==> src/rtl/tx_scheduler_if.sv <==
// Request/handshake bundle between the transmit scheduler and its environment.
// The scheduler side uses the slave modport; the requester/serializer side uses master.
interface tx_scheduler_if;
  logic       write;
  logic       sw1;
  logic       sw2;
  logic       sw3;
  logic       sw4;
  logic       auto;
  logic       tx_done;
  logic       tx_start;
  logic [1:0] tx_sel;
  logic       busy;
  logic       pending;
  logic       err;

  modport slave (
    input  write, sw1, sw2, sw3, sw4, auto, tx_done,
    output tx_start, tx_sel, busy, pending, err
  );

  modport master (
    output write, sw1, sw2, sw3, sw4, auto, tx_done,
    input  tx_start, tx_sel, busy, pending, err
  );
endinterface

==> src/rtl/tx_scheduler.sv <==
// Chooses which switch pattern the serializer sends next (manual strobe or auto
// round-robin), issues one start pulse, waits for done or timeout, then idles.
module tx_scheduler #(
  parameter int GAP_CYCLES     = 16,
  parameter int TIMEOUT_CYCLES = 1024,
  parameter int CNT_W          = 11
) (
  input logic           sysclk,
  input logic           reset,
  tx_scheduler_if.slave bus
);

  typedef enum logic [1:0] {IDLE, ISSUE, WAIT_DONE, GAP} state_t;

  state_t           state;
  logic             write_q;
  logic [1:0]       rr_ptr;
  logic [CNT_W-1:0] cnt;

  logic [3:0] sw_vec;
  logic       any_sw;
  logic       req_edge;
  logic [1:0] man_idx;
  logic [1:0] auto_idx;
  logic [1:0] cand;
  logic       found;

  always_comb begin
    sw_vec   = {bus.sw4, bus.sw3, bus.sw2, bus.sw1};
    any_sw   = |sw_vec;
    req_edge = bus.write & ~write_q;

    man_idx = 2'd3;
    if (sw_vec[0])      man_idx = 2'd0;
    else if (sw_vec[1]) man_idx = 2'd1;
    else if (sw_vec[2]) man_idx = 2'd2;

    // Scan the four positions after rr_ptr; i=4 wraps back onto rr_ptr itself.
    auto_idx = rr_ptr;
    found    = 1'b0;
    cand     = rr_ptr;
    for (int unsigned i = 1; i <= 4; i++) begin
      cand = rr_ptr + i[1:0];
      if (!found && sw_vec[cand]) begin
        auto_idx = cand;
        found    = 1'b1;
      end
    end
  end

  always_ff @(posedge sysclk) begin
    if (reset) begin
      state        <= IDLE;
      write_q      <= 1'b0;
      rr_ptr       <= 2'd3;
      cnt          <= '0;
      bus.tx_start <= 1'b0;
      bus.tx_sel   <= 2'd0;
      bus.busy     <= 1'b0;
      bus.pending  <= 1'b0;
      bus.err      <= 1'b0;
    end else begin
      write_q      <= bus.write;
      bus.tx_start <= 1'b0;

      // In IDLE a latched request is always consumed: served if a switch is on, dropped otherwise.
      if (bus.pending) begin
        if (state == IDLE) bus.pending <= 1'b0;
      end else if (req_edge) begin
        bus.pending <= 1'b1;
      end

      case (state)
        IDLE: begin
          if (bus.pending && any_sw) begin
            bus.tx_sel   <= man_idx;
            rr_ptr       <= man_idx;
            bus.tx_start <= 1'b1;
            bus.busy     <= 1'b1;
            state        <= ISSUE;
          end else if (!bus.pending && bus.auto && any_sw) begin
            bus.tx_sel   <= auto_idx;
            rr_ptr       <= auto_idx;
            bus.tx_start <= 1'b1;
            bus.busy     <= 1'b1;
            state        <= ISSUE;
          end
        end
        ISSUE: begin
          cnt   <= '0;
          state <= WAIT_DONE;
        end
        WAIT_DONE: begin
          if (bus.tx_done) begin
            cnt   <= '0;
            state <= GAP;
          end else if (cnt == CNT_W'(TIMEOUT_CYCLES - 1)) begin
            bus.err <= 1'b1;
            cnt     <= '0;
            state   <= GAP;
          end else begin
            cnt <= cnt + 1'b1;
          end
        end
        GAP: begin
          if (cnt == CNT_W'(GAP_CYCLES - 1)) begin
            cnt      <= '0;
            bus.busy <= 1'b0;
            state    <= IDLE;
          end else begin
            cnt <= cnt + 1'b1;
          end
        end
        default: state <= IDLE;
      endcase
    end
  end

endmodule

==> src/flat_wrapper.sv <==
// flat-port wrapper written by rule: the top's interface ports become plain ports
module tx_scheduler_flat 
#(
  parameter int GAP_CYCLES     = 16,
  parameter int TIMEOUT_CYCLES = 1024,
  parameter int CNT_W          = 11
)
  (sysclk, reset, bus_write, bus_sw1, bus_sw2, bus_sw3, bus_sw4, bus_auto, bus_tx_done, bus_tx_start, bus_tx_sel, bus_busy, bus_pending, bus_err);
  tx_scheduler_if bus_i ();
  input logic sysclk;
  input logic reset;
  input wire logic [$bits(bus_i.write)-1:0] bus_write;
  input wire logic [$bits(bus_i.sw1)-1:0] bus_sw1;
  input wire logic [$bits(bus_i.sw2)-1:0] bus_sw2;
  input wire logic [$bits(bus_i.sw3)-1:0] bus_sw3;
  input wire logic [$bits(bus_i.sw4)-1:0] bus_sw4;
  input wire logic [$bits(bus_i.auto)-1:0] bus_auto;
  input wire logic [$bits(bus_i.tx_done)-1:0] bus_tx_done;
  output wire logic [$bits(bus_i.tx_start)-1:0] bus_tx_start;
  output wire logic [$bits(bus_i.tx_sel)-1:0] bus_tx_sel;
  output wire logic [$bits(bus_i.busy)-1:0] bus_busy;
  output wire logic [$bits(bus_i.pending)-1:0] bus_pending;
  output wire logic [$bits(bus_i.err)-1:0] bus_err;
  assign bus_i.write = bus_write;
  assign bus_i.sw1 = bus_sw1;
  assign bus_i.sw2 = bus_sw2;
  assign bus_i.sw3 = bus_sw3;
  assign bus_i.sw4 = bus_sw4;
  assign bus_i.auto = bus_auto;
  assign bus_i.tx_done = bus_tx_done;
  assign bus_tx_start = bus_i.tx_start;
  assign bus_tx_sel = bus_i.tx_sel;
  assign bus_busy = bus_i.busy;
  assign bus_pending = bus_i.pending;
  assign bus_err = bus_i.err;
  tx_scheduler #(.GAP_CYCLES(GAP_CYCLES), .TIMEOUT_CYCLES(TIMEOUT_CYCLES), .CNT_W(CNT_W)) u_core (.sysclk(sysclk), .reset(reset), .bus(bus_i));
endmodule
==> config.mk <==
export PLATFORM = sky130hd
export DESIGN_NAME = tx_scheduler_flat
export DESIGN_NICKNAME = d
export VERILOG_FILES = /design/src/rtl/tx_scheduler_if.sv /design/src/rtl/tx_scheduler.sv /design/src/flat_wrapper.sv
export SDC_FILE = /design/constraint.sdc
export NUM_CORES = 1
export LEC_CHECK = 0
export ABC_AREA = 1
export CAP_MARGIN = 10
export CORE_MARGIN = 2
export CORE_UTILIZATION = 60
export DETAILED_ROUTE_END_ITERATION = 7
export PLACE_DENSITY = 0.88
export SYNTH_ARGS = -nofsm -noshare
export SYNTH_HDL_FRONTEND = slang
export SYNTH_SLANG_ARGS = --single-unit
export TNS_END_PERCENT = 20
==> constraint.sdc <==
create_clock -name sysclk -period 3.59 [get_ports sysclk]
set_input_delay 0.718 -clock sysclk [delete_from_list [all_inputs] [get_ports sysclk]]
set_output_delay 0.718 -clock sysclk [all_outputs]
set_load 0.02 [all_outputs]
## Yosys cells after proc, flatten, opt, wreduce, memory -nomap -nowiden

Cells that the tools add are included.

- Add/sub/neg operators: 4
- Order comparisons: 4
- Equality and inequality tests: 8
- Mux-type cells: 39
- Bitwise operators: 4
- Reductions and logical operators: 20

Operators with widths:

| kind | number |
|---|---|
| two-way mux 11 bit | 3 |
| case mux 11 bit (3 select lines) | 1 |
| two-way mux 2 bit | 13 |
| two-way mux 1 bit | 16 |
| < comparator 2 x 3 -> 1 bit (second input constant) | 4 |
| adder 11 x 1 -> 11 bit (second input constant) | 1 |
| equality test 11 x 10 -> 1 bit (second input constant) | 1 |
| equality test 11 x 4 -> 1 bit (second input constant) | 1 |
| AND reduction 3 bit | 3 |
| binary-select mux 1 bit (select 2 bit) | 4 |
| case mux 2 bit (4 select lines) | 1 |
| logical AND 1 bit | 6 |
| adder 2 bit (second input constant) | 2 |
| equality test 2 bit (second input constant) | 2 |
| logical NOT 1 bit | 4 |
| nonzero test 2 bit | 2 |
| OR reduction 4 bit | 1 |
| inequality test 3 x 2 -> 1 bit (second input constant) | 1 |
| inequality test 3 bit (second input constant) | 1 |
| inverter 1 bit | 3 |
| nonzero test 3 bit | 1 |
| adder 2 x 1 -> 2 bit (second input constant) | 1 |
| equality test 2 x 1 -> 1 bit (second input constant) | 1 |
| logical NOT 2 bit | 1 |
| other kinds (5) | 5 |

- Register bits after elaboration: 22
- Bits of input ports: 9
- Word-level logic and storage cells: 88

## Longest topological paths before layout

Gate-level depths: netlist of run 1.

- Depth after elaboration: 15
- Depth in mapped cells: 13

## Worst setup path before layout of run 1

Ideal clock, no wire load.

- Path kind: input to register
- From: in bus_sw1
- To: reg u_core.bus.tx_sel[1]
- Library setup time: 66 ps
- Arrival time: 1564 ps
- Data required time: 3524 ps
- Slack: 1960 ps
- Stages: 10
- Path buffers: 1
- Path through: inv_2 -> nand2_2 -> nor3_2 -> inv_1 -> o21ai_1 -> or2_1 -> buf_6 -> a21oi_1 -> nand2_1 -> a21oi_2

- Word-level cells in the longest chain between the ends: 14
- Elaborated cells between the ends (all ways): 29
- Those cells by class: mux (18); reduce/logical (11)

Ends and longest elaborated chain:

| what | line | RTL |
|---|---|---|
| from (decl) | flat_wrapper.sv:13 | `input wire logic [$bits(bus_i.sw1)-1:0] bus_sw1;` |
| binary-select mux 1 bit (select 2 bit) | tx_scheduler.sv:44 | `if (!found && sw_vec[cand]) begin` |
| two-way mux 1 bit (implied by the code) | tx_scheduler.sv:44 |  |
| two-way mux 1 bit | tx_scheduler.sv:44 |  |
| logical NOT 1 bit | tx_scheduler.sv:44 |  |
| logical AND 1 bit | tx_scheduler.sv:44 |  |
| two-way mux 1 bit | tx_scheduler.sv:44 |  |
| logical NOT 1 bit | tx_scheduler.sv:44 |  |
| logical AND 1 bit | tx_scheduler.sv:44 |  |
| two-way mux 1 bit | tx_scheduler.sv:44 |  |
| logical NOT 1 bit | tx_scheduler.sv:44 |  |
| logical AND 1 bit | tx_scheduler.sv:44 |  |
| two-way mux 2 bit | tx_scheduler.sv:44 |  |
| two-way mux 2 bit | tx_scheduler.sv:81 | `end else if (!bus.pending && bus.auto && any_sw) begin` |
| two-way mux 2 bit | tx_scheduler.sv:75 | `if (bus.pending && any_sw) begin` |
| to (signal assigned) | tx_scheduler.sv:76 | `bus.tx_sel <= man_idx;` |
| to (signal assigned) | tx_scheduler.sv:82 | `bus.tx_sel <= auto_idx;` |
| to (decl) | tx_scheduler_if.sv:19 | `output tx_start, tx_sel, busy, pending, err` |

Several ways; a longest one is shown, not always the timed one. The select of a mux whose other input is x is not followed.
A chain may end at the register's enable or synchronous reset.

## Worst setup path in the final report of run 1

- From: reg u_core.bus.pending
- To: out bus_pending

RTL lines:

| what | line | RTL |
|---|---|---|
| from (decl) | tx_scheduler_if.sv:19 |  |
| from (signal assigned) | tx_scheduler.sv:60 | `bus.pending <= 1'b0;` |
| from (signal assigned) | tx_scheduler.sv:68 | `if (state == IDLE) bus.pending <= 1'b0;` |
| from (signal assigned) | tx_scheduler.sv:70 | `bus.pending <= 1'b1;` |
| to (decl) | flat_wrapper.sv:22 | `output wire logic [$bits(bus_i.pending)-1:0] bus_pending;` |

No word-level cell between the ends.

==> results.md, run 1 <==
* DRT antenna net count at 0
* Gr ovfl total at 0
* Syn Inst Count at about 210
* Post-route DRC at 0
* Asr flop ratio synth at 0
* Total wire length at around 3100 um
* Skew final at between 9 and 10 ps
* Chip Width at approximately 53 um
* Flops & latches, synth at 22
* Num CTS Buffers at 3
* Diode count at 0
* Post-Place Worst Slack at between 1000 and 1500 ps
* Setup Total Neg Slack at 0 ps
* Final Hold Fails at 0
* Synth cell types at 32
* Ys flop type: dfxtp_1
* Total number of vias at about 1,300
* Post-CTS Setup Bufs at 0
* CP delay by family, top: buffers and inverters
* Share of the synthesized area in the top cell type at 0.309
* Htree depth at 1
* Area of the multi-input gates at just under 800 sq um
* WP data required at roughly 2900 ps
* Synth warnings at 0
* Post-synthesis area per instance at 6.95 sq um
* Fillers at 187
* Syn Std Cell Area at between 1000 and 1500 sq um
* CTS sink count at 22
* Period utilization at 0.582
* Core box area at 2230 sq um
* Outcome: finished, final reports clean
* Via density at around 5.5
* Unrepaired setup endpoints after global routing: false
* DR WL/cell at 12.8 um
* Post-synthesis sequential area ratio at 0.309
* DIE AREA at roughly 2800 sq um
* I/O Buffers at 14
* DR iter-0 viols at 33
* Max-cap violations at 0
* Register area at ~440 sq um
* Max-slew violation count at 0
* Layout cells sized above 1 at 0.166
* Crit Path Class: reg -> out
* Vias in the first global route at about 1,300
* Antenna violations before repair at 0
* Top-Level Pins at 15
* CP max FO at 4
* Minimum clock period at about 2100 ps
* Detail Placement HPWL at ~2400 um
* Final net count at 232
* CTS Hold Bufs at 0
* Clk root buf: clkbuf_4
* Worst vdd ir at 0.587 mV
* CP bufs+invs at 1
* Area grow syn2layout at 11.6%
* Die span in y at about 53 um
* Worst setup EP type: output pin
* CTS tree: built
* Worst slew pin tran at between 400 and 500 ps
* Ranking of synthesized cells by area: dfxtp_1 31%, nand2_1 11%, inv_1 7.1%
* # setup viols final at 0
* RePlAce Congestion at 0.832
* Area leader, netlist: dfxtp_1
* EDFF count, synth at 0
* Crit path arrival time at approximately 1400 ps
* Num rows at 17
* Slew HR at 0.668
* Gr usage total at 0.248
* Worst Slack Setup Final at ~1500 ps
* CP max-delay cell: clkdlybuf4s50_1
* Initial core utilization at 0.638
* F_max at around 480 MHz
* Largest net degree at the start of global routing at 14
* Resized cells post-CTS at 0
* Clock edge transition at the registers on the reported setup and hold paths at 130 ps
* Pwr/cell area at 689 nW/um^2
* Crit path cell chain: clkdlybuf4s50_1
* Final Power at around 1.1 mW
* Static leakage at slightly above 0.7 nW
* Max incr delay on CP at between 600 and 700 ps
* First-pass GRT wire length at slightly above 5000 um
* Hold Path Class: reg -> reg
* Worst setup SP type: flip-flop
* Pre-antenna DRT Iters at 4
* Clock buffer depth at 2
* Worst-Skew Late Latency at roughly 320 ps
* Synthesized Nets at between 200 and 250
==> cells in the final DEF (no fill, tap or decap), types with 2 or more instances in the layout <==
cell type,Yosys,routed
o21ai_0,12,12
nand3_1,18,18
nor2_4,2,2
nor2_2,4,4
nand2_1,42,42
clkbuf_4,0,3
nor3_1,4,4
nor3_2,2,2
a211oi_1,6,6
nor2_1,10,10
ha_1,5,5
nand2_2,12,12
clkdlybuf4s50_1,0,14
inv_1,27,27
dfxtp_1,22,22
nand4_1,2,2
inv_2,4,4
a21oi_2,2,2
a21oi_1,13,13
==> kinds of logic after synthesis <==
logic type,Yosys count,share of synthesized area
AND/OR/NAND/NOR,100,0.347
adder cells (fa/ha/maj),5,0.0439
AO/OA/AOI/OAI,38,0.158
buffers and inverters,39,0.136
flip-flops,22,0.309
XOR/XNOR,1,0.00615
==> where the power goes <==
part	switching, mW	total (mW)	leakage (nW)	internal [mW]
Clock	0.0791	0.192	0.0279	0.113
Combinational	0.361	0.567	0.497	0.206
Sequential	0.0511	0.337	0.180	0.286
Total	0.491	1.10	0.705	0.605
==> Yosys cell counts (all sizes together), types with 2 or more instances <==
cell and n:
o21ai 14, nor2 16, buf 4, nand3 19
dfxtp 22, clkbuf 2, or2 2, nand2 55
nand4 2, a21oi 15, ha 5, a211oi 6
inv 33, nor3 6
==> area by class of cell <==
class / count / area share
inverter: 33 / 0.0826
timing repair buffer: 14 / 0.0881
clock buffer: 3 / 0.0142
multi-input combinational: 144 / 0.497
sequential: 22 / 0.277
clock inverter: 1 / 0.0189
tap: 28 / 0.0220
==> state kept, by name (all words and copies together), names as in the netlist <==
register	flops
u_core.bus.err	1
u_core.cnt	11
u_core.bus.tx_start	1
u_core.rr_ptr	2
u_core.bus.tx_sel	2
u_core.bus.busy	1
u_core.write_q	1
u_core.state	2
u_core.bus.pending	1
==> worst paths after layout <==
kind,cells after the start,to,from,slack (ps)
max,1,bus_pending,u_core.bus.pending,1500
min,1,u_core.cnt[9],u_core.cnt[9],480
max reg2reg,7,u_core.bus.tx_sel[0],u_core.state[0],1740
min reg2reg,1,u_core.cnt[9],u_core.cnt[9],480
==> per-layer routing <==
metal	vias to the layer above	share of wire	GRT usage
met4	0	0.032	0.158
met1	624	0.41	0.257
li1	686	-	-
met2	28	0.53	0.469
met3	10	0.028	0.0200
met5	-	0	0
==> per-stage QoR <==
step / hold slack, ps / instances / instance area, sq um / util
after floorplan: 429 / 205 / 1430 / -
after global placement: 451 / 241 / 1540 / 0.689
after detailed placement: 458 / 241 / 1540 / 0.689
after CTS: 487 / 245 / 1590 / 0.712
after global routing: 499 / 245 / 1590 / 0.712
final: 482 / 245 / 1590 / 0.712
(Power assumes the default switching activity.)
==> inputs of run 2 (changes only) <==
Settings changed: CORE_UTILIZATION 60 to 56, PLACE_DENSITY 0.88 to 0.83.
Clock period 3.59 ns to 2.18 ns, I/O delays scaled along.
==> run 2 against run 1 <==
Setup slack got worse by 1100 ps. First-iteration DRC count shrank 64%. Count of clock-buffer cells in the layout increased by 1. Sequential share of layout area up 0.11 points. Routed wire length fell by 14%. Global-route usage down 4.9 points. Flip-flop and latch count is the same. Total power increased by 55%. Sequential power up 64%. Critical path depth increased by 6. Clock skew decreased by 3.5 ps. Critical path type is now reg -> reg. Critical endpoint is now u_core.bus.tx_sel[1]. Largest cell class unchanged. Highest routed layer unchanged.
==> results.md, run 2 (same netlist as run 1, synthesis figures left out) <==
* Clock edge transition at the registers on the reported setup and hold paths at about 120 ps
* Period utilization at 0.828
* WP data required at roughly 2400 ps
* Detail Placement HPWL at roughly 2000 um
* CTS Hold Bufs at 0
* Pwr/cell area at 1070 nW/um^2
* Unrepaired setup endpoints after global routing: false
* Final net count at between 200 and 250
* Antenna violations before repair at 0
* Core box area at 2450 sq um
* Max incr delay on CP at around 440 ps
* Worst-Skew Late Latency at between 300 and 400 ps
* Num rows at 18
* CP max FO at 10
* Crit path cell chain: inv_1 -> ha_1 -> inv_2 -> or2_1 -> a21oi_1 -> nand2_1 -> a21oi_2
* Via density at just over 5
* Hold WS at 469 ps
* Chip Width at 54.4 um
* I/O Buffers at 14
* Layout cells sized above 1 at 0.170
* Max-slew violation count at 0
* Initial core utilization at 0.581
* Static leakage at approximately 0.7 nW
* Worst slew pin tran at 430 ps
* Crit Path Class: reg -> reg
* # setup viols final at 0
* Total number of vias at approximately 1,300
* CP max-delay cell: ha_1
* Post-route DRC at 0
* DR WL/cell at roughly 11 um
* Fillers at 238
* Minimum clock period at 1810 ps
* Worst Slack Setup Final at roughly 370 ps
* Gr usage total at 0.199
* Largest net degree at the start of global routing at 13
* Area grow syn2layout at 11.2%
* First-pass GRT wire length at between 4000 and 5000 um
* Final Hold Fails at 0
* Worst setup EP type: flip-flop
* Worst vdd ir at 1.02 mV
* Most frequent cells in the layout: 42 x nand2_1, 27 x inv_1, 22 x dfxtp_1
* Post-CTS Setup Bufs at 0
* Crit path arrival time at about 2000 ps
* Pre-antenna DRT Iters at 4
* DR iter-0 viols at 12
* Clk root buf: clkbuf_4
* Num CTS Buffers at 3
* Max reg flops at 11
* Htree depth at 1
* Outcome: finished, final reports clean
* Hold Path Class: reg -> reg
* Skew final at approximately 6 ps
* Clock buffer depth at 2
* Post-Place Worst Slack at 219 ps
* Slew HR at 0.713
* Diode count at 0
* CTS tree: built
* Resized cells post-CTS at 0
* Total wire length at about 2700 um
* Setup Total Neg Slack at 0 ps
* Vias in the first global route at approximately 1,100
* F_max at 554 MHz
* Worst setup SP type: flip-flop
* Top-Level Pins at 15
* RePlAce Congestion at approximately 0.9
* Gr ovfl total at 0
* Die span in y at between 50 and 60 um
* Max-cap violations at 0
* Finished Core Util at 0.645
* CTS sink count at 22
* Most common cell after layout, fill and taps aside: nand2_1
* DIE AREA at a little under 3000 sq um
* Largest register by flop count: u_core.cnt
* DRT antenna net count at 0
-- run 2: changes by cell type in the layout (fill, tap and decap cells not counted), sizes merged --
| cell | delta |
|---|---|
| buf | +1 |
| bufinv | -1 |
| clkbuf | +1 |
-- run 2: worst paths after layout --
path | cells past startpoint | endpoint | start | slack [ps]
worst min-delay path | 1 | u_core.cnt[9] | u_core.cnt[9] | 470
worst max register to register | 7 | u_core.bus.tx_sel[1] | u_core.state[0] | 370
worst min register to register | 1 | u_core.cnt[9] | u_core.cnt[9] | 470
worst max-delay path | 7 | u_core.bus.tx_sel[1] | u_core.state[0] | 370
-- run 2: per-stage QoR --
stage	total power [mW]	area, sq um	instances
5_1_grt	1.85	1580	248
3_3_place_gp	1.47	1550	244
2_1_floorplan	1.33	1430	205
3_5_place_dp	1.48	1550	244
6_report	1.70	1580	248
4_1_cts	1.71	1580	248
-- run 2: where the power goes --
| group | total (mW) | leakage (nW) | switching [mW] | internal, mW |
|---|---|---|---|---|
| registers | 0.553 | 0.180 | 0.0823 | 0.471 |
| clock network | 0.225 | 0.0210 | 0.123 | 0.102 |
| logic | 0.923 | 0.502 | 0.584 | 0.339 |
-- run 2: worst max-delay path: cells and delay by family, from the launching register on --
kind                       cells  cell delay, ps
buffers and inverters          2             290
and+or+nand+nor                2             440
DFF                            1             330
adders and majority gates      1             440
AOI/OAI and AO/OA              2             250
-- run 2: final cells by class --
| type | instances | area, sq um | share of cell area |
|---|---|---|---|
| Clock buffer | 4 | 36.3 | 0.0229 |
| Inverter | 33 | 131 | 0.0829 |
| Multi-Input combinational cell | 144 | 791 | 0.499 |
| Sequential cell | 22 | 440 | 0.278 |
| Tap cell | 30 | 37.5 | 0.0237 |
| Timing Repair Buffer | 15 | 148 | 0.0932 |
-- run 2: metal layers --
layer  part of all wire  global-route usage  up-vias  wire length [um]
met1               0.49               0.238      551              1310
met2               0.47               0.367       21              1250
met5                  0                   0        -                 0
met3              0.034              0.0273        4                90
li1                   -                   -      687                 -
met4              0.012              0.0583        0                31
==> inputs of run 3 (changes only) <==
Clock period 2.18 ns to 1.8 ns, I/O delays scaled along.
==> run 3 against run 2 <==
Combinational power increased by 32%. Critical endpoint is now bus_pending. First-iteration DRC count up 130%. Count of clock-buffer cells in the layout shrank 1. Worst hold slack improved by 3.9 ps. Total power increased by 24%. Flip-flop and latch count stayed put. Cell area up 4.0%. Utilization rose by 2.6 points. Critical path depth shrank 6.
==> results.md, run 3 (same netlist as run 1, synthesis figures left out) <==
* Post-Place Worst Slack at -117 ps
* Clk root buf: clkbuf_4
* CTS sink count at 22
* Minimum clock period at around 1700 ps
* CP delay by family, top: buffers and inverters
* Diode count at 0
* WP data required at roughly 1400 ps
* Setup Total Neg Slack at 0 ps
* Max-slew violation count at 0
* Hold WS at 473 ps
* Crit path cell chain: clkdlybuf4s50_1
* Max-cap violations at 0
* Final Hold Fails at 0
* Core box area at roughly 2500 sq um
* Period utilization at 0.942
* Pwr/cell area at ~1300 nW/um^2
* Finished Core Util at 0.671
* Vias in the first global route at about 1,200
* CP max-delay cell: clkdlybuf4s50_1
* CP bufs+invs at 1
* Worst-Skew Late Latency at 310 ps
* Most frequent cells in the layout: 42 x nand2_1, 27 x inv_1, 18 x nand3_1, 18 x dfxtp_1, 14 x clkdlybuf4s50_1
* Met2 wire length at between 1000 and 1500 um
* # setup viols final at 0
* Fillers at 235
* Pre-antenna DRT Iters at 4
* Outcome: finished, final reports clean
* Final std cells w/o fill at approximately 260
* I/O Buffers at 14
* Total number of vias at between 1,000 and 1,500
* Largest net degree at the start of global routing at 13
* Post-CTS Setup Bufs at 0
* DR iter-0 viols at 27
* Final net count at 241
* CTS tree: built
* DIE AREA at about 3000 sq um
* Gr usage total at 0.213
* Slew HR at 0.764
* Skew final at 4.36 ps
* Via density at ~5
* Worst slew pin tran at around 350 ps
* Die span in y at ~54 um
* RePlAce Congestion at ~0.82
* Antenna violations before repair at 0
* Clock buffer depth at 2
* Highest Signal Layer: met4
* Crit path arrival time at approximately 1300 ps
* Static leakage at around 0.73 nW
* Initial core utilization at 0.581
* Detail Placement HPWL at around 2200 um
* Num CTS Buffers at 3
* Largest register by flop count: u_core.cnt
* F_max at 590 MHz
* DP Area at between 1500 and 2000 sq um
* DRT antenna net count at 0
* Cells after DPL at 252
* Layout cells sized above 1 at 0.227
* Post-route cell area at 1650 sq um
* Worst setup SP type: flip-flop
* Total wire length at 2890 um
* Worst vdd ir at about 1.2 mV
* Wire length on met3 at about 93 um
* Area grow syn2layout at 15.6%
* DR WL/cell at ~11 um
* Gr ovfl total at 0
* CP max FO at 4
* Met1 WL at about 1400 um
* Max reg flops at 11
* Chip Width at 54.4 um
* Post-route DRC at 0
* Htree depth at 1
* Max incr delay on CP at ~630 ps
* First-pass GRT wire length at roughly 4700 um
* Hold Path Class: reg -> reg
* Final Power at approximately 2.1 mW
* Worst Slack Setup Final at approximately 100 ps
* Worst setup EP type: output pin
* Crit Path Class: reg -> out
* Num rows at 18
* Clock edge transition at the registers on the reported setup and hold paths at 110 ps
* Most common cell after layout, fill and taps aside: nand2_1
* Top-Level Pins at 15
==> run 3: path summary, 6_finish.rpt <==
kind,from,to,slack (ps),cells past startpoint
max,u_core.bus.pending,bus_pending,100,1
min,u_core.cnt[0],u_core.cnt[0],470,1
max reg2reg,u_core.cnt[0],u_core.cnt[3],140,10
min reg2reg,u_core.cnt[0],u_core.cnt[0],470,1
==> run 3: where the power goes <==
part / switching (mW) / total (mW) / internal, mW
Clock: 0.141 / 0.219 / 0.0782
Combinational: 0.741 / 1.22 / 0.480
Sequential: 0.0882 / 0.664 / 0.576
Total: 0.970 / 2.10 / 1.13
==> run 3: layout make-up <==
cell class,count,area (sq um),area share
Multi-Input combinational cell,144,803,0.487
Tap cell,30,37.5,0.0228
Inverter,33,131,0.0797
Clock buffer,3,22.5,0.0137
Timing Repair Buffer,23,208,0.126
Sequential cell,22,445,0.270
==> run 3: repair_timing <==
item                                    CTS  global route
hold buffers                              0             0
resized for setup                         0            10
endpoints found under the setup margin    0            11
==> run 3: per-layer routing <==
layer  GRT usage  vias up
met5           0        -
li1            -      702
met3      0.0164        5
met2       0.388       27
met1       0.253      574
met4      0.0917        0
==> patch 1, RTL diff (config.mk and constraints of run 3) <==
Encoding of `state_t`: now one-hot (4 bits for 4 states).
--- a/src/rtl/tx_scheduler.sv
+++ b/src/rtl/tx_scheduler.sv
@@ -10,7 +10,7 @@
   tx_scheduler_if.slave bus
 );
 
-  typedef enum logic [1:0] {IDLE, ISSUE, WAIT_DONE, GAP} state_t;
+  typedef enum logic [3:0] {IDLE = 4'b0001, ISSUE = 4'b0010, WAIT_DONE = 4'b0100, GAP = 4'b1000} state_t;
 
   state_t           state;
   logic             write_q;
Check against the original RTL: no difference found for any inputs over 10 cycles, from zero or initial values and one cycle with reset high; not proved beyond that.
==> patch 1 against run 3 <==
Final area fell by 0.15%. Register-to-register slack better by 0.02 ns. Setup slack about the same. Wire length grew 1.1%. Area after synthesis is 5.2% lower. Worst hold slack improved by 0.012 ns. Fmax about the same. Sequential cell count rose by 2. Critical path type unchanged.
Power is not compared: it rests on default switching activity, and its combinational part moved more than twofold at a synthesized area within 25%.
==> patch 1: results (changes against run 3) <==
The flow ran to the end, and the final reports show no timing, DRC or antenna violations. The clock-pin slew on the worst setup and hold paths came out at 0.13 ns (+0.02 ns). In this run the critical register-to-register path is captured at u_core.cnt[8]$_SDFFE_PP0P_. The clock sink total came out at 24 (+9.1%). The post-synthesis mux area share came out at 0% (unchanged). The routed length on met1 was 1.271 mm (-6.8%). The number of cells on the worst reg-to-reg path is 9 (-1). The timing startpoint of the critical path is u_core.bus.pending$_SDFF_PP0_. The sum of met2 wire segment lengths after detailed routing came to 1.462 mm (+5.0%). The worst clock skew on the final layout is 0.004326 ns (-0.00003298 ns). The routing usage on met3 is 5.932% (+4.3 points).

The post-synth net total was 213 (-2.7%). The inverter count of the layout excluding clock inverters is 27 (-18%). The worst slack at placement is -0.1220 ns (-0.004920 ns).

The portion of the layout cell area used by clock cells is 2.205% (+0.84 points). The share of cell area taken by multi-input logic gates came out at 46.54% (-2.2 points). The parity-gate share of the synthesized area counting xor and xnor cells is 3.241% (+2.6 points). The number of global-route vias before repair is 1221 (+1.1%).

The global routing met1 resource utilization came to 26.23% (+0.94 points). The first-pass GRT wire length is 4.954 mm (+6.1%). The routed via count divided by cell count came out at 5.342 (+4.2%).

The estimated wirelength of the detail-placed design is 2.216 mm (+1.3%). The worst endpoint data arrival time came to 1.34 ns (about the same). The routed wire length per instance is 11.39 um (+0.32%).

The transition time of the tightest slew-check pin is 0.2836 ns (-0.06928 ns). The fraction of layout cells with a size suffix above 1 is 14.85% (-7.8 points). The beginning of the worst hold path is u_core.bus.tx_sel[1]$_SDFFE_PP0P_.

The clock buffer count was 4 (+1). The final worst slack came out at 0.1040 ns (-0.0001630 ns). The part of the Yosys area used for sequential elements is 35.56% (+4.7 points). The count of cell types in the netlist came to 30 (-6.3%). The commonest cells after synthesis are nand2_1, inv_1, nor2_1. The fraction of cell area in non-clock buffers came out at 13.54% (+0.93 points). The post-synthesis compound-gate area fraction is 12.59% (-3.2 points).

The worst hold path endpoint is u_core.bus.tx_sel[1]$_SDFFE_PP0P_. The number of multi-input combinational cells came out at 149 (+3.5%). The final-stage net count came to 240 (-0.41%). The initial DRC count was 30 (+11%).

The met3 wire length came out at 159 um (+71%). The number of setup buffers added after CTS came to 0 (unchanged). The synthesized-area fraction occupied by adder cells is 0.9259% (-3.5 points).

The maximum number of pins on one net before global-route repair came to 14 (+1). The met2 demand-to-capacity share in global routing came to 45.00% (+6.2 points). The final weighted congestion in routability-driven placement came out at 0.9087 (+11%). The fill cell total of the finished layout is 182 (-23%). By area the synthesized netlist is led by dfxtp_1, nand2_1, inv_1. The worst setup slack for register-to-register paths came out at 0.16 ns (+0.02 ns). The number of buffers other than clock buffers in the final layout came out at 25 (+8.7%). The flip-flop and latch share of the layout cell area came to 29.43% (+2.4 points). The number of instances on the worst hold path is 2 (+1).
patch 1: changes by cell type after synthesis, moves of 3 or more:
| cell | run 3 | this run |
|---|---|---|
| a21oi_1 | 13 | 16 |
| nor2_2 | 4 | 1 |
| o21ai_0 | 12 | 5 |
| nand2_2 | 12 | 3 |
| a211oi_1 | 6 | 0 |
| nand2_1 | 42 | 56 |
| xor2_1 | 1 | 4 |
| ha_1 | 5 | 1 |
| nor2_1 | 10 | 25 |
patch 1: through the flow:
step                instance area (um2)  hold slack [ns]  power (mW)  setup TNS (ns)  std cells
detailed placement                 1560           0.4640       1.042         -0.4707        250
global placement                   1560           0.4528       1.027        -0.06803        250
finish                             1645           0.4859       1.323               0        257
floorplan                          1351           0.4557      0.9238               0        203
CTS                                1597           0.4832       1.325               0        254
global route                       1645           0.4925       1.403               0        257
patch 1: worst min-delay path: stages, from the launching register on:
cell and delay (ns):
dfxtp_1 0.34, nand2_1 0.06, a21oi_1 0.06
==> patch 2, RTL diff (flow settings as in run 3) <==
Without the edit above. `CNT_W` is set to 11 in 2 places; all go to 15.
--- a/src/rtl/tx_scheduler.sv
+++ b/src/rtl/tx_scheduler.sv
@@ -3,7 +3,7 @@
 module tx_scheduler #(
   parameter int GAP_CYCLES     = 16,
   parameter int TIMEOUT_CYCLES = 1024,
-  parameter int CNT_W          = 11
+  parameter int CNT_W          = 15
 ) (
   input logic           sysclk,
   input logic           reset,
--- a/src/flat_wrapper.sv
+++ b/src/flat_wrapper.sv
@@ -3,7 +3,7 @@
 #(
   parameter int GAP_CYCLES     = 16,
   parameter int TIMEOUT_CYCLES = 1024,
-  parameter int CNT_W          = 11
+  parameter int CNT_W          = 15
 )
   (sysclk, reset, bus_write, bus_sw1, bus_sw2, bus_sw3, bus_sw4, bus_auto, bus_tx_done, bus_tx_start, bus_tx_sel, bus_busy, bus_pending, bus_err);
   tx_scheduler_if bus_i ();
Formal check against the unedited RTL: no difference found for any inputs over 10 cycles, from zero or initial values and one cycle with reset high; that may be too few to reach the edited logic, so the function may still have changed.
==> patch 2 against run 3 <==
Count of clock-buffer cells in the layout increased by 1. Final area increased by 16%. Area after synthesis increased by 13%. Setup slack got worse by 0.011 ns. Largest cell class unchanged. Wire length increased by 14%. Via count increased by 17%. Sequential cell count increased by 4. Power increased by 9.7%. Clock power increased by 37%.
==> patch 2: results (changes against run 3) <==
The flow ran to the end, and the final reports show no timing, DRC or antenna violations. By count the netlist is led by nand2_1, dfxtp_1, inv_1. The number of cells on the worst reg-to-reg path is 11 (+1). The number of setup buffers added after CTS came out at 0 (unchanged). The clock-pin slew on the worst setup and hold paths came out at 0.14 ns (+0.03 ns). The met2 demand-to-capacity share in global routing is 36.36% (-2.4 points). The post-synth net total came out at 248 (+13%). The part of the Yosys area used for sequential elements came out at 32.22% (+1.3 points). The routed length on met1 came out at 1.513 mm (+11%). The count of cell types in the netlist is 35 (+9.4%). The final weighted congestion in routability-driven placement was 0.8283 (+1.2%). The number of flip-flops under the largest register name came out at 15 (+4). The routing usage on met3 came out at 2.902% (+1.3 points). The worst slack at placement came to -0.1418 ns (-0.02470 ns). The sum of met2 wire segment lengths after detailed routing came out at 1.577 mm (+13%). The maximum buffer depth of the clock tree is 2 (unchanged). The met3 wire length is 147 um (+58%). The fraction of layout cells with a size suffix above 1 came out at 17.24% (-5.4 points). The worst clock skew on the final layout came out at 0.003634 ns (-0.0007245 ns). The placement-stage cell area came out at 0.001847 mm2 (+15%). Sorting the synthesized cells by area gives the leading types as dfxtp_1, nand2_1, inv_1. The post-cts gate resize count came out at 0 (unchanged). The static leakage is 0.9119 nW (+25%). The synthesized-area fraction occupied by adder cells is 3.873% (-0.52 points). The proportion of register bits with asynchronous set or reset after synthesis is 0% (unchanged). The internal cell power was 1.288 mW (+14%). STA classifies the critical path startpoint as a register. The post-route clock period utilization came to 94.81% (+0.60 points). The overall routing resource usage came out at 20.88% (-0.38 points). The register with the highest flop count is u_core.cnt. The number of standard cells after synthesis is 234 (+14%). The area of all placed cells without fillers is 0.001919 mm2 (+16%).

The slowest cell on the critical path is clkdlybuf4s50_1. The fill cell total of the finished layout came out at 233 (-0.85%). The maximum resistive drop on vdd is 1308 uV (+14%). The worst hold slack after final layout came out at 0.4853 ns (+0.01198 ns).

The final-stage net count is 276 (+15%). The maximum number of pins on one net before global-route repair is 15 (+2). The number of placed instances with taps included is 287 (+14%).

The initial DRC count is 81 (+200%). The overall routed net length is 3.295 mm (+14%). The worst setup slack for register-to-register paths came out at 0.16 ns (+0.02 ns). The worst slew slack as a fraction of its limit came out at 82.66% (+6.2 points).

The estimated wirelength of the detail-placed design is 2.535 mm (+16%). The parity-gate share of the synthesized area counting xor and xnor cells came out at 3.253% (+2.6 points). The number of global-route vias before repair came out at 1425 (+18%). The number of instances on the worst hold path is 2 (+1).

The routed wire length per instance is 11.28 um (-0.57%). The initial antenna violation count was 0 (unchanged). The maximum level of the CTS H-tree is 1 (unchanged). The routed via count divided by cell count came to 5.247 (+2.3%).

The first-pass GRT wire length is 5.561 mm (+19%). The post-synthesis compound-gate area fraction is 9.218% (-6.6 points). The largest driver fanout on the critical path came out at 4 (unchanged). The global routing met1 resource utilization is 25.95% (+0.65 points).
patch 2: cell count changes in the layout (fill, tap and decap cells not counted), moves of 3 or more:
cell,before,now
nand2_2,12,5
nor2_1,9,21
a211oi_1,6,0
xnor2_1,0,3
a21oi_1,13,9
nor2_2,4,1
dfxtp_1,18,24
nor3_1,4,8
inv_2,4,1
nand2_1,42,71
o21ai_0,10,3
o211ai_1,1,4
buf_4,9,14
patch 2: cells by family after synthesis:
kind of cell / Yosys count
buf+inv: 35
xor+xnor: 6
fa+ha+maj: 5
flops: 26
simple gates: 138
compound gates: 24
patch 2: final timing paths:
path,startpoint,endpoint
hold reg to reg,u_core.cnt[13]$_SDFFE_PP0P_,u_core.cnt[13]$_SDFFE_PP0P_
hold / removal,u_core.cnt[13]$_SDFFE_PP0P_,u_core.cnt[13]$_SDFFE_PP0P_
setup reg to reg,u_core.state[0]$_SDFFE_PP0P_,u_core.cnt[13]$_SDFFE_PP0P_
setup / recovery,u_core.bus.pending$_SDFF_PP0_,bus_pending
patch 2: cell type report:
class | instances | area share, %
clock buffers | 4 | 1.890
multi-input cells | 174 | 50.00
flip-flops and latches | 26 | 27.25
repair buffers | 28 | 12.78
inverters | 29 | 6.063
well taps | 31 | 2.021
patch 2: worst register-to-register path: cells and delay by family, from the launching register on:
kind            cells  cell delay, ns
simple gates        7            0.75
flops               1            0.36
fa+ha+maj           1            0.22
buf+inv             2            0.15
compound gates      1            0.13
patch 2: power by group through the flow:
stage | logic (mW) | registers (mW) | clock network (mW)
after floorplan | 0.896 | 0.770 | 0
after global placement | 1.15 | 0.770 | 0
after detailed placement | 1.17 | 0.771 | 0
after CTS | 1.18 | 0.758 | 0.302
after global routing | 1.41 | 0.779 | 0.316
final | 1.24 | 0.765 | 0.299
